--- config.mk ---
export PLATFORM = sky130hd
export DESIGN_NAME = uart_rx_frame_ctrl
export DESIGN_NICKNAME = d
export VERILOG_FILES = /design/src/rtl/uart_rx_frame_ctrl.sv
export SDC_FILE = /design/constraint.sdc
export NUM_CORES = 1
export LEC_CHECK = 0
export ABC_AREA = 1
export CORE_MARGIN = 2
export CORE_UTILIZATION = 54
export DETAILED_ROUTE_END_ITERATION = 7
export PLACE_DENSITY = 0.8
export SYNTH_ARGS = -nofsm -noshare
export SYNTH_HDL_FRONTEND = slang
export SYNTH_SLANG_ARGS = --single-unit
--- constraint.sdc ---
create_clock -name clk -period 1.8 [get_ports clk]
set_input_delay 0.18 -clock clk [delete_from_list [all_inputs] [get_ports clk]]
set_output_delay 0.18 -clock clk [all_outputs]
set_load 0.03 [all_outputs]
--- src/rtl/uart_rx_frame_ctrl.sv ---
// Assembles SOF/ADDR/DATA/CHK command frames from the UART byte stream and
// issues a one-cycle write strobe for each frame whose checksum matches.
module uart_rx_frame_ctrl #(
  parameter logic [7:0] SOF           = 8'hAA,
  parameter int         TO_W          = 12,
  parameter int         TIMEOUT_TICKS = 640
) (
  input  logic       clk,
  input  logic       reset,
  input  logic       baud_tick,
  input  logic [7:0] i_rx_data,
  input  logic       i_rx_done,
  output logic       o_wr_en,
  output logic [7:0] o_wr_addr,
  output logic [7:0] o_wr_data,
  output logic       o_frame_err,
  output logic [7:0] o_err_cnt,
  output logic       o_busy
);

  localparam logic [1:0] IDLE = 2'd0;
  localparam logic [1:0] ADDR = 2'd1;
  localparam logic [1:0] DATA = 2'd2;
  localparam logic [1:0] CHK  = 2'd3;

  localparam logic [TO_W-1:0] TO_LAST = TO_W'(TIMEOUT_TICKS - 1);

  function automatic logic [7:0] sat_inc(input logic [7:0] v);
    return (v == 8'hFF) ? v : v + 8'd1;
  endfunction

  logic [1:0]      state_q, state_d;
  logic [7:0]      addr_q, addr_d;
  logic [7:0]      data_q, data_d;
  logic [TO_W-1:0] to_cnt_q, to_cnt_d;
  logic            wr_en_q, wr_en_d;
  logic [7:0]      wr_addr_q, wr_addr_d;
  logic [7:0]      wr_data_q, wr_data_d;
  logic            frame_err_q, frame_err_d;
  logic [7:0]      err_cnt_q, err_cnt_d;
  logic            timeout_hit;

  // A byte arriving on the expiring tick takes priority over the timeout.
  assign timeout_hit = (state_q != IDLE) && baud_tick && !i_rx_done &&
                       (to_cnt_q == TO_LAST);

  always_comb begin
    state_d     = state_q;
    addr_d      = addr_q;
    data_d      = data_q;
    wr_en_d     = 1'b0;
    wr_addr_d   = wr_addr_q;
    wr_data_d   = wr_data_q;
    frame_err_d = 1'b0;
    err_cnt_d   = err_cnt_q;

    if (i_rx_done) begin
      case (state_q)
        IDLE: if (i_rx_data == SOF) state_d = ADDR;
        ADDR: begin
          addr_d  = i_rx_data;
          state_d = DATA;
        end
        DATA: begin
          data_d  = i_rx_data;
          state_d = CHK;
        end
        default: begin
          state_d = IDLE;
          if (i_rx_data == (addr_q ^ data_q)) begin
            wr_en_d   = 1'b1;
            wr_addr_d = addr_q;
            wr_data_d = data_q;
          end else begin
            frame_err_d = 1'b1;
            err_cnt_d   = sat_inc(err_cnt_q);
          end
        end
      endcase
    end else if (timeout_hit) begin
      state_d     = IDLE;
      frame_err_d = 1'b1;
      err_cnt_d   = sat_inc(err_cnt_q);
    end

    if ((state_q == IDLE) || i_rx_done || timeout_hit) begin
      to_cnt_d = '0;
    end else if (baud_tick) begin
      to_cnt_d = to_cnt_q + TO_W'(1);
    end else begin
      to_cnt_d = to_cnt_q;
    end
  end

  always_ff @(posedge clk or negedge reset) begin
    if (!reset) begin
      state_q     <= IDLE;
      addr_q      <= '0;
      data_q      <= '0;
      to_cnt_q    <= '0;
      wr_en_q     <= 1'b0;
      wr_addr_q   <= '0;
      wr_data_q   <= '0;
      frame_err_q <= 1'b0;
      err_cnt_q   <= '0;
    end else begin
      state_q     <= state_d;
      addr_q      <= addr_d;
      data_q      <= data_d;
      to_cnt_q    <= to_cnt_d;
      wr_en_q     <= wr_en_d;
      wr_addr_q   <= wr_addr_d;
      wr_data_q   <= wr_data_d;
      frame_err_q <= frame_err_d;
      err_cnt_q   <= err_cnt_d;
    end
  end

  assign o_wr_en     = wr_en_q;
  assign o_wr_addr   = wr_addr_q;
  assign o_wr_data   = wr_data_q;
  assign o_frame_err = frame_err_q;
  assign o_err_cnt   = err_cnt_q;
  assign o_busy      = (state_q != IDLE);

endmodule

# Yosys cells after proc, flatten, opt, wreduce, memory -nomap -nowiden

Cells that the tools add are included.

Input port bits: 12
Output and inout bits: 27
Bits in registers: 56

$add $sub $neg: 2
Bitwise gates (word level): 2
Reduce and logical (&&, ||, !) cells: 16
Multiplexer cells: 18
Equality and inequality tests: 9

Operator list:

| operator                                        | number |
|---|---|
| 2-to-1 mux 8 bit                                | 5 |
| 2-to-1 mux 12 bit                               | 2 |
| == test 8 bit, second input constant            | 2 |
| adder 12 x 1 -> 12 bit, second input constant   | 1 |
| == test 12 x 10 -> 1 bit, second input constant | 1 |
| adder 8 x 1 -> 8 bit, second input constant     | 1 |
| == test 8 bit                                   | 1 |
| XOR 8 bit                                       | 1 |
| 2-to-1 mux 1 bit                                | 7 |
| 2-to-1 mux 2 bit                                | 3 |
| case mux 2 bit (3 select lines)                 | 1 |
| AND reduction 2 bit                             | 3 |
| AND reduction 3 bit                             | 2 |
| nonzero test 2 bit                              | 3 |
| != test 2 bit, second input constant            | 2 |
| logical AND 1 bit                               | 3 |
| != test 3 bit, second input constant            | 1 |
| OR reduction 3 bit                              | 1 |
| == test 2 x 1 -> 1 bit, second input constant   | 1 |
| == test 2 bit, second input constant            | 1 |
| zero test 2 bit                                 | 1 |
| logical OR 1 bit                                | 2 |
| zero test 1 bit                                 | 1 |
| NOT 1 bit                                       | 1 |

# Depth between registers and ports, before layout

Gate-level depths: netlist (run 1).

Depth after elaboration: 6
Mapped depth: 12

# Least setup slack after synthesis (run 1)

Ideal clock, no wire load.

Kind: reg2reg
Start: register err_cnt_q[0] (netlist: o_err_cnt[0])
End: register err_cnt_q[2] (netlist: o_err_cnt[2])
Stages on the path, launching flop included: 8
Buffers on the path: 0
Path slack: 146 ps
Clock period less this slack: 1654 ps
Setup time: 66 ps
Data arrival time: 1588 ps
Cell sequence: dfrtp_1 > ha_1 > nand3_1 > nor2_1 > nand3_1 > nand3_4 > nand2_1 > nand2_1

Word-level cells in the longest chain between the ends: 5

Ends and longest elaborated chain:

| what                                                  | RTL line | RTL |
|---|---|---|
| start, declared                                       | 40       | `logic [7:0] err_cnt_q, err_cnt_d;` |
| start signal, assigned                                | 115      | `err_cnt_q <= err_cnt_d;` |
| adder 8 x 1 -> 8 bit or == test 8 bit (tied branches) | 29       | `return (v == 8'hFF) ? v : v + 8'd1;` |
| 2-to-1 mux 8 bit (*)                                  | 29       |  |
| 2-to-1 mux 8 bit                                      | 70       | `if (i_rx_data == (addr_q ^ data_q)) begin` |
| 2-to-1 mux 8 bit                                      | 58       | `case (state_q)` |
| 2-to-1 mux 8 bit (*)                                  | 57       | `if (i_rx_done) begin` |

Mark *: on every way between the ends. The rest lies on a longest branch, timed or not. The select of a mux whose other input is x is not followed.
A chain may end at the register's enable or synchronous reset.

# Worst setup path after layout (run 1)

Start: register state_q[0]
End: output port o_busy

Word-level cells in the longest chain between the ends: 1

Ends and longest elaborated chain:

| what                   | RTL line | RTL |
|---|---|---|
| start, declared        | 32       | `logic [1:0] state_q, state_d;` |
| start signal, assigned | 107      | `state_q <= state_d;` |
| nonzero test 2 bit     | 124      | `assign o_busy = (state_q != IDLE);` |
| end, declared          | 18       | `output logic o_busy` |

No other way between the ends.

==> results of run 1 <==
## cells by family after synthesis
| group | after synthesis | share of synthesized area [%] |
|---|---|---|
| xor+xnor | 9 | 2.77 |
| simple gates | 192 | 30.5 |
| compound gates | 48 | 8.59 |
| buf+inv | 44 | 6.16 |
| flops | 56 | 49.3 |
| fa+ha+maj | 6 | 2.64 |
## worst register-to-register path, stage by stage, from the launching register on
cell and delay, ns:
sky130_fd_sc_hd__dfrtp_1 0.45, sky130_fd_sc_hd__inv_1 0.08, sky130_fd_sc_hd__nand2_1 0.06, sky130_fd_sc_hd__nand2_1 0.07
sky130_fd_sc_hd__nand2_1 0.05, sky130_fd_sc_hd__nand2_1 0.06, sky130_fd_sc_hd__nand2_1 0.09, sky130_fd_sc_hd__nor2_4 0.14
sky130_fd_sc_hd__nand2_4 0.17, sky130_fd_sc_hd__nor2_4 0.26, sky130_fd_sc_hd__nand2_1 0.09, sky130_fd_sc_hd__nand2_1 0.07
## power by group
group          internal (mW)  leakage, nW  switching [mW]
Combinational          0.508        0.969           0.815
Sequential              1.50        0.752           0.286
Clock                  0.315       0.0455           0.386
Total                   2.33         1.77            1.49
## synthesized netlist by cell type, types with 2 or more instances
master                       n
sky130_fd_sc_hd__nand2_1   129
sky130_fd_sc_hd__dfrtp_1    56
sky130_fd_sc_hd__inv_1      36
sky130_fd_sc_hd__o21ai_0    28
sky130_fd_sc_hd__nand3_1    20
sky130_fd_sc_hd__nor2_1     15
sky130_fd_sc_hd__nand4_1    12
sky130_fd_sc_hd__o21ai_1    11
sky130_fd_sc_hd__a21oi_1     7
sky130_fd_sc_hd__ha_1        6
sky130_fd_sc_hd__xor2_1      6
sky130_fd_sc_hd__nand3b_1    3
sky130_fd_sc_hd__nor3_1      3
sky130_fd_sc_hd__xnor2_1     3
sky130_fd_sc_hd__buf_2       2
sky130_fd_sc_hd__clkbuf_1    2
sky130_fd_sc_hd__inv_2       2
sky130_fd_sc_hd__nor2_4      2
sky130_fd_sc_hd__nor3_2      2
## state kept, by name (all words and copies together) (netlist names)
signal	flops
addr_q	8
data_q	8
o_err_cnt	8
o_frame_err	1
o_wr_addr	8
o_wr_data	8
o_wr_en	1
state_q	2
to_cnt_q	12
## stage by stage
stage / area [sq um] / hold WS (ns) / cells / total power, mW / setup TNS, ns
3_5_place_dp: 3370 / 0.255 / 468 / 3.14 / -0.641
5_1_grt: 3490 / 0.484 / 478 / 4.12 / 0
3_3_place_gp: 3370 / 0.253 / 468 / 3.08 / -0.416
2_1_floorplan: 2840 / -0.116 / 355 / 2.66 / 0
6_report: 3490 / 0.439 / 478 / 3.81 / 0
4_1_cts: 3470 / 0.453 / 477 / 3.84 / 0
## placed cells by master (no fill, tap or decap), drive strengths merged, types with 5 or more instances in the layout
cell type,count
nand4,12
clkdlybuf4s50,36
buf,12
a21oi,7
nor3,5
xor2,6
ha,6
clkbuf,8
inv,38
dfrtp,56
nand2,131
o21ai,39
nor2,19
nand3,22
## routing by layer
metal,part of all wire (%),up-vias,track usage (%)
li1,-,1247,-
met1,49,1170,32.2
met2,46,59,32.2
met3,5.2,2,6.40
met4,0.40,0,6.55
met5,0,-,0
## what timing repair did
| item | in CTS | in global routing |
|---|---|---|
| pin swaps | 0 | 2 |
| gates cloned | 0 | 1 |
| hold endpoints to repair | 29 | 0 |
| resized for setup | 1 | 2 |
| setup endpoints to repair | 1 | 13 |
| hold buffers | 1 | 0 |
## path summary, 6_finish.rpt
path	to	startpoint	slack, ns
worst max-delay path	o_busy	state_q[0]$_DFFE_PN0P_	0.09
worst min-delay path	o_wr_en$_DFF_PN0_	reset	0.44
worst max register to register	o_wr_data[6]$_DFFE_PN0P_	addr_q[1]$_DFFE_PN0P_	0.15
worst min register to register	o_wr_data[7]$_DFFE_PN0P_	o_wr_data[7]$_DFFE_PN0P_	0.49
max in group asynchronous	addr_q[7]$_DFFE_PN0P_	reset	0.79
min in group clk	o_wr_data[7]$_DFFE_PN0P_	o_wr_data[7]$_DFFE_PN0P_	0.49
## cell type report
class	count	area [sq um]
Timing Repair Buffer	50	479
Clock buffer	8	90.1
Sequential cell	56	1400
Multi-Input combinational cell	256	1290
Inverter	38	143
Fill cell	430	1620
Tap cell	70	87.6
==> results.md, run 1 <==
Status:
- The run finished with clean final reports.

Final layout:
- The repair_antennas step left the layout with diodes totalling 0.
- The share of post-route cells with drive strength above 1 is 7.84%.
- The layout overhead on the synthesized area is 22.7%.
- The final design utilization is 68.3%.
- The final net count is 425.

STA:
- The relative slew slack is 55.0%.
- Across the routed clock network, the largest skew measured is 0.00654 ns.
- In the post-route analysis, the smallest setup slack over all paths is 0.0927 ns.
- The achievable clock frequency is 586 MHz.
- For the pin with the worst max-slew slack, the measured transition is 0.676 ns.
- The clock period could shrink to 1.71 ns.
- The setup-violating endpoint count in the final report is 0.
- Setup repair after global routing left no endpoint under its margin.
- The max-slew violation count is 0.
- The final hold violation count is 0.
- Dividing the final minimum period by the clock period gives 94.8%.

Logic synthesis:
- By area the synthesized netlist is led by sky130_fd_sc_hd__dfrtp_1, sky130_fd_sc_hd__nand2_1, sky130_fd_sc_hd__o21ai_0, sky130_fd_sc_hd__inv_1, sky130_fd_sc_hd__nand3_1.
- The total of flip-flops plus latches after synthesis is 56.
- The number of enable flip-flop cells after synthesis is 0.
- The predominant post-synthesis flop cell is sky130_fd_sc_hd__dfrtp_1.
- In the synthesized netlist the async set-or-reset flop fraction comes to 100%.
- Summing the sequential cell areas from Yosys gives 49.3% of the chip area.
- Synthesis handed over a netlist of 355 instances.
- The top cell type by area accounts for 49.3% of the synthesized area.
- A synthesized cell averages 8.00 sq um.
- Yosys mapped the design onto 29 distinct sky130hd cell types.
- The post-synth design cell area is 2840 sq um.
- The synthesis warning total is 0.
- The biggest area consumer among synthesized cells is sky130_fd_sc_hd__dfrtp_1.
- The synthesized netlist net count is 373.

Setup path:
- The family of cells with the greatest summed delay on the critical path is buffers and inverters.
- Of all nets on the critical path, the largest fanout is 4.
- At the worst endpoint, the arrival time is 1.53 ns.
- For the worst setup path, the data required time is 1.62 ns.
- The setup path with the least slack is of type flip-flop to output port.
- The cell that appears most often on the critical path is sky130_fd_sc_hd__inv_1.
- The critical path's largest stage delay is 0.40 ns.
- The kind of launch point of the worst setup path is a flip-flop.
- The number of cells on the worst reg-to-reg path is 11.
- For this design, the slowest cell found on the critical path is sky130_fd_sc_hd__dlygate4sd2_1.
- Together, buffers and inverters on the worst path number 3.
- Traced cell by cell, the critical path runs through inv_1 -> ha_1 -> inv_1 -> dlygate4sd2_1.
- The element type at the critical path end is an output port.
- The critical path runs through a total of 4 cells.

Place:
- During placement, the flow inserted port buffers numbering 38.
- Summed over all nets, the half-perimeter wirelength after detailed placement is 4470 um.
- The pre-CTS setup slack is -0.0581 ns.
- Routability-driven placement finished with a final weighted congestion of 0.890.

Pwr:
- The total power divided by cell area is 1090 nW/um^2.
- The analysis attributes to cell leakage a power of 1.77 nW.
- IR analysis of the VDD net gives a maximum drop of 0.000700 V.

Die:
- In this run the count of I/O pins placed on the die edge is 39.
- The row count is 26.
- The floorplan step defined a die boundary enclosing 5860 sq um.
- The initial utilization of the core area, before any placement, comes to 55.6%.
- The core region is 5110 sq um.
- The floorplan step set the die width to 76.5 um.
- The die is 76.5 um tall.

Clocking:
- The tree built by TritonCTS fans out to 56 sinks.
- The number of setup buffers added after CTS is 0.
- TritonCTS built the clock tree.
- CTS built an H-tree with a depth of 2.
- In this run the deepest clock path goes through 2 buffers.
- The CTS root buffer is sky130_fd_sc_hd__clkbuf_8.
- Buffers inserted during clock tree synthesis total 5.
- After clock tree synthesis, the clock-pin slew on the worst setup and hold paths is 0.09 ns.
- The source-to-sink clock delay at the later pin of the worst-skew pair is 0.31 ns.

Detailed routing:
- The violation count after the first detailed-route iteration is 169.
- The routed length per instance is 12.6 um.
- The total number of vias is 2478.
- The overall routed net length is 6030 um.
- The post-route DRC violation count is 0.
- The first-pass iteration count of the detailed router is 4.
- In the routed layout, each cell is associated on average with a via count of 5.18.
- The count of nets left with antenna violations after detail routing is 0.

Global routing:
- The global router's overall resource usage is 22.1%.
- The leftover overflow at the end of global routing is 0.
- The via count of the first global-routing pass is 2209.
- The first global-routing pass estimated 10400 um of wire.
- The number of antenna violations at the first check in global routing is 0.
- Entering global routing, the biggest net connects 31 pins.

Job:
- Max-cap violations in this run came to 0.

Hold path:
- The tightest min-delay check is of the primary input to async pin type.
Power figures use the tool's default switching activity.
==> inputs of run 2 (changes only) <==
--- a/config.mk
+++ b/config.mk
@@ -9,7 +9,9 @@
 export CORE_MARGIN = 2
 export CORE_UTILIZATION = 54
 export DETAILED_ROUTE_END_ITERATION = 7
+export HOLD_SLACK_MARGIN = 0.08
 export PLACE_DENSITY = 0.8
 export SYNTH_ARGS = -nofsm -noshare
 export SYNTH_HDL_FRONTEND = slang
 export SYNTH_SLANG_ARGS = --single-unit
+export TNS_END_PERCENT = 10
==> run 2 against run 1 <==
Net effect: clock-buffer cell count is the same; non-clock buffer count stayed put; clock power is essentially flat; die area is the same; hold slack got worse by 0.00053 ns; setup slack hardly changed; clock skew barely moved; critical path type unchanged; highest routed layer unchanged; wire length shrank 1.2%.
==> results.md, run 2 (same netlist as run 1, synthesis figures left out) <==
Status:
- The run finished with clean final reports.

Final layout:
- The number of flip-flops in the largest register was 12 (unchanged).
- The share of post-route cells with drive strength above 1 is 7.62% (-0.23 points).
- Leaving out fill and tap cells, the most frequent cell in the layout is sky130_fd_sc_hd__nand2_1.
- The final net count was 424 (-0.24%).
- The post-route non-filler standard cell count came to 477 (-0.21%).
- The final design utilization came to 68.2% (about the same).
- The diode insertion count for antenna repair is 0 (unchanged).
- The top cell types in the final layout, fill and taps aside, are sky130_fd_sc_hd__nand2_1, sky130_fd_sc_hd__dfrtp_1, sky130_fd_sc_hd__inv_1, sky130_fd_sc_hd__clkdlybuf4s50_1, sky130_fd_sc_hd__o21ai_0.
- The register with the most flip-flops in the final layout is to_cnt_q.
- The layout overhead on the synthesized area is 22.6% (about the same).

Place:
- The routability congestion estimate is 0.890 (unchanged).
- The cell total after placement is 468 (unchanged).
- The total of buffers placed on input and output ports is 38 (unchanged).
- The HPWL reported at the end of detailed placement is 4470 um (unchanged).

Die:
- The effective utilization at floorplan is 55.6% (unchanged).
- The standard cell core area is 5110 sq um (unchanged).
- The vertical extent of the die is 76.5 um (unchanged).
- The floorplan die width was 76.5 um (unchanged).
- The I/O pin count was 39 (unchanged).
- The area enclosed by the die boundary is 5860 sq um (unchanged).
- The row count was 26 (unchanged).

Detailed routing:
- The first-pass iteration count of the detailed router was 4 (unchanged).
- The violation count after the first detailed-route iteration is 189 (+12%).
- The mean number of vias per cell is 5.18 (about the same).
- The post-route DRC violation count is 0 (unchanged).
- The routed length per instance is 12.5 um (-0.95%).
- The overall routed net length came to 5960 um (-1.2%).
- The total number of vias was 2471 (-0.28%).
- The count of nets left with antenna violations after detail routing is 0 (unchanged).

Clocking:
- The maximum root-to-sink buffer count came to 2 (unchanged).
- The CTS H-tree depth is 2 (unchanged).
- The CTS tree is done.
- The tree is rooted in a sky130_fd_sc_hd__clkbuf_8.
- The number of clock buffers inserted by TritonCTS is 5 (unchanged).
- The source-to-sink clock delay at the later pin of the worst-skew pair came to 0.31 ns (about the same).
- The clock transition at the registers of the reported paths was 0.09 ns (about the same).
- The count of clock tree sinks is 56 (unchanged).

Setup path:
- The critical path's largest stage delay came to 0.40 ns (about the same).
- The family of cells with the greatest summed delay on the critical path is buffers and inverters.
- The data required time of the critical path is 1.62 ns (about the same).
- The startpoint of the most critical register-to-register path is addr_q[1]$_DFFE_PN0P_.
- The number of buffers and inverters on the critical path is 3 (unchanged).
- The most critical setup path has its startpoint at state_q[0]$_DFFE_PN0P_.
- The data arrival time of the critical path is 1.53 ns (about the same).
- STA classifies the critical path startpoint as a flip-flop.
- In this design, the critical path's most frequently occurring cell is sky130_fd_sc_hd__inv_1.
- The maximum fanout along the worst path is 4 (unchanged).
- Walking the worst path, the cells encountered are inv_1 -> ha_1 -> inv_1 -> dlygate4sd2_1.
- STA classifies the critical path endpoint as an output port.
- The largest individual stage delay along the critical path comes from the cell sky130_fd_sc_hd__dlygate4sd2_1.
- The critical path class is flip-flop to output port.

STA:
- The period utilization was 94.8% (about the same).
- The actual transition at the worst max-transition pin came to 0.675 ns (-0.000320 ns).
- The final critical path time including I/O delays and setup is 1.71 ns (-0.000363 ns).
- The achievable clock frequency is 586 MHz (about the same).
- The max-slew violation count is 0 (unchanged).
- The final hold violation count is 0 (unchanged).
- The worst hold slack across all endpoints was 0.438 ns (-0.000533 ns).
- The setup-violating endpoint count in the final report is 0 (unchanged).
- The relative slew slack is 55.0% (about the same).
- Setup repair after global routing left no endpoint under its margin.
- The worst clock skew is 0.00679 ns (+0.000251 ns).

Pwr:
- The total power divided by cell area is 1090 nW/um^2 (+0.15%).
- The maximum resistive drop on vdd is 0.000700 V (about the same).
- The power spent charging and discharging nets is 1.49 mW (+0.15%).
- The total internal power came to 2.33 mW (about the same).
- The relative contribution of the clock network to total power came to 18.4% (about the same).
- The relative contribution of sequential cells to total power is 46.9% (about the same).
- The net switching fraction of the power is 39.0% (about the same).
- The static leakage was 1.75 nW (-0.88%).
- The power share of the combinational group is 34.8% (about the same).

Global routing:
- The global router's overall resource usage came to 22.1% (unchanged).
- The number of antenna violations at the first check in global routing is 0 (unchanged).
- The leftover overflow at the end of global routing is 0 (unchanged).
- The first-pass GRT wire length is 10400 um (unchanged).
- The most congested layer reported by global routing is met1.
- The global routing met1 resource utilization is 32.2% (unchanged).
- The fraction of met3 tracks used by global routing is 6.40% (unchanged).
- The pin count of the biggest net entering global routing is 31 (unchanged).
- The routing usage on met2 came to 32.2% (unchanged).
- The via count of the first global-routing pass is 2209 (unchanged).

Job:
- The reported max-cap violation count came to 0 (unchanged).

Hold path:
- The path class of the tightest hold or removal check is primary input to async pin.
run 2: layout make-up:
| class | count | area (sq um) |
|---|---|---|
| fill | 429 | 1620 |
| sequential | 56 | 1400 |
| multi-input combinational | 255 | 1280 |
| timing repair buffer | 50 | 479 |
| inverter | 38 | 143 |
| clock buffer | 8 | 90.1 |
| tap | 70 | 87.6 |
run 2: power by group through the flow:
| stage | Clock, mW | Sequential, mW | Combinational (mW) |
|---|---|---|---|
| floorplan | 0 | 1.82 | 0.843 |
| global placement | 0 | 1.80 | 1.28 |
| detailed placement | 0 | 1.81 | 1.33 |
| CTS | 0.731 | 1.78 | 1.33 |
| global route | 0.784 | 1.83 | 1.51 |
| finish | 0.700 | 1.79 | 1.33 |
run 2: stage by stage:
| step | cell area (sq um) | setup slack, ns | power, mW | setup TNS (ns) |
|---|---|---|---|---|
| 2_1_floorplan | 2840 | 0.146 | 2.66 | 0 |
| 3_3_place_gp | 3370 | -0.0347 | 3.08 | -0.416 |
| 3_5_place_dp | 3370 | -0.0581 | 3.14 | -0.641 |
| 4_1_cts | 3470 | 0.0832 | 3.84 | 0 |
| 5_1_grt | 3480 | 0.00763 | 4.12 | 0 |
| 6_report | 3480 | 0.0931 | 3.82 | 0 |
run 2: worst reg2reg max path, cell delays in order (launching register included):
cell and delay [ns]:
sky130_fd_sc_hd__dfrtp_1 0.45, sky130_fd_sc_hd__inv_1 0.07, sky130_fd_sc_hd__nand2_1 0.06, sky130_fd_sc_hd__nand2_1 0.07
sky130_fd_sc_hd__nand2_1 0.05, sky130_fd_sc_hd__nand2_1 0.06, sky130_fd_sc_hd__nand2_1 0.09, sky130_fd_sc_hd__nor2_4 0.18
sky130_fd_sc_hd__nand2_8 0.13, sky130_fd_sc_hd__nor2_8 0.24, sky130_fd_sc_hd__nand2_1 0.10, sky130_fd_sc_hd__nand2_1 0.08
run 2: what timing repair did:
action                     4_1_cts  5_1_grt
buffers inserted                 0        0
pin swaps                        0        0
hold endpoints to repair        29        0
gates resized for setup          1        3
hold buffers                     1        0
setup endpoints to repair        1       13
run 2: worst paths after layout:
| check | depth (start not counted) | slack [ns] | to |
|---|---|---|---|
| max | 4 | 0.09 | o_busy |
| min | 2 | 0.44 | o_wr_en$_DFF_PN0_ |
| max reg2reg | 11 | 0.16 | o_wr_addr[3]$_DFFE_PN0P_ |
| min reg2reg | 2 | 0.49 | o_wr_data[6]$_DFFE_PN0P_ |
| max in group asynchronous | 3 | 0.79 | data_q[4]$_DFFE_PN0P_ |
| min in group clk | 2 | 0.49 | o_wr_data[6]$_DFFE_PN0P_ |
run 2: per-layer routing:
layer  part of all wire (%)  routed length [um]
met1                     49                2930
met5                      0                   0
met2                     46                2710
met4                   0.40                  24
met3                    4.9                 291
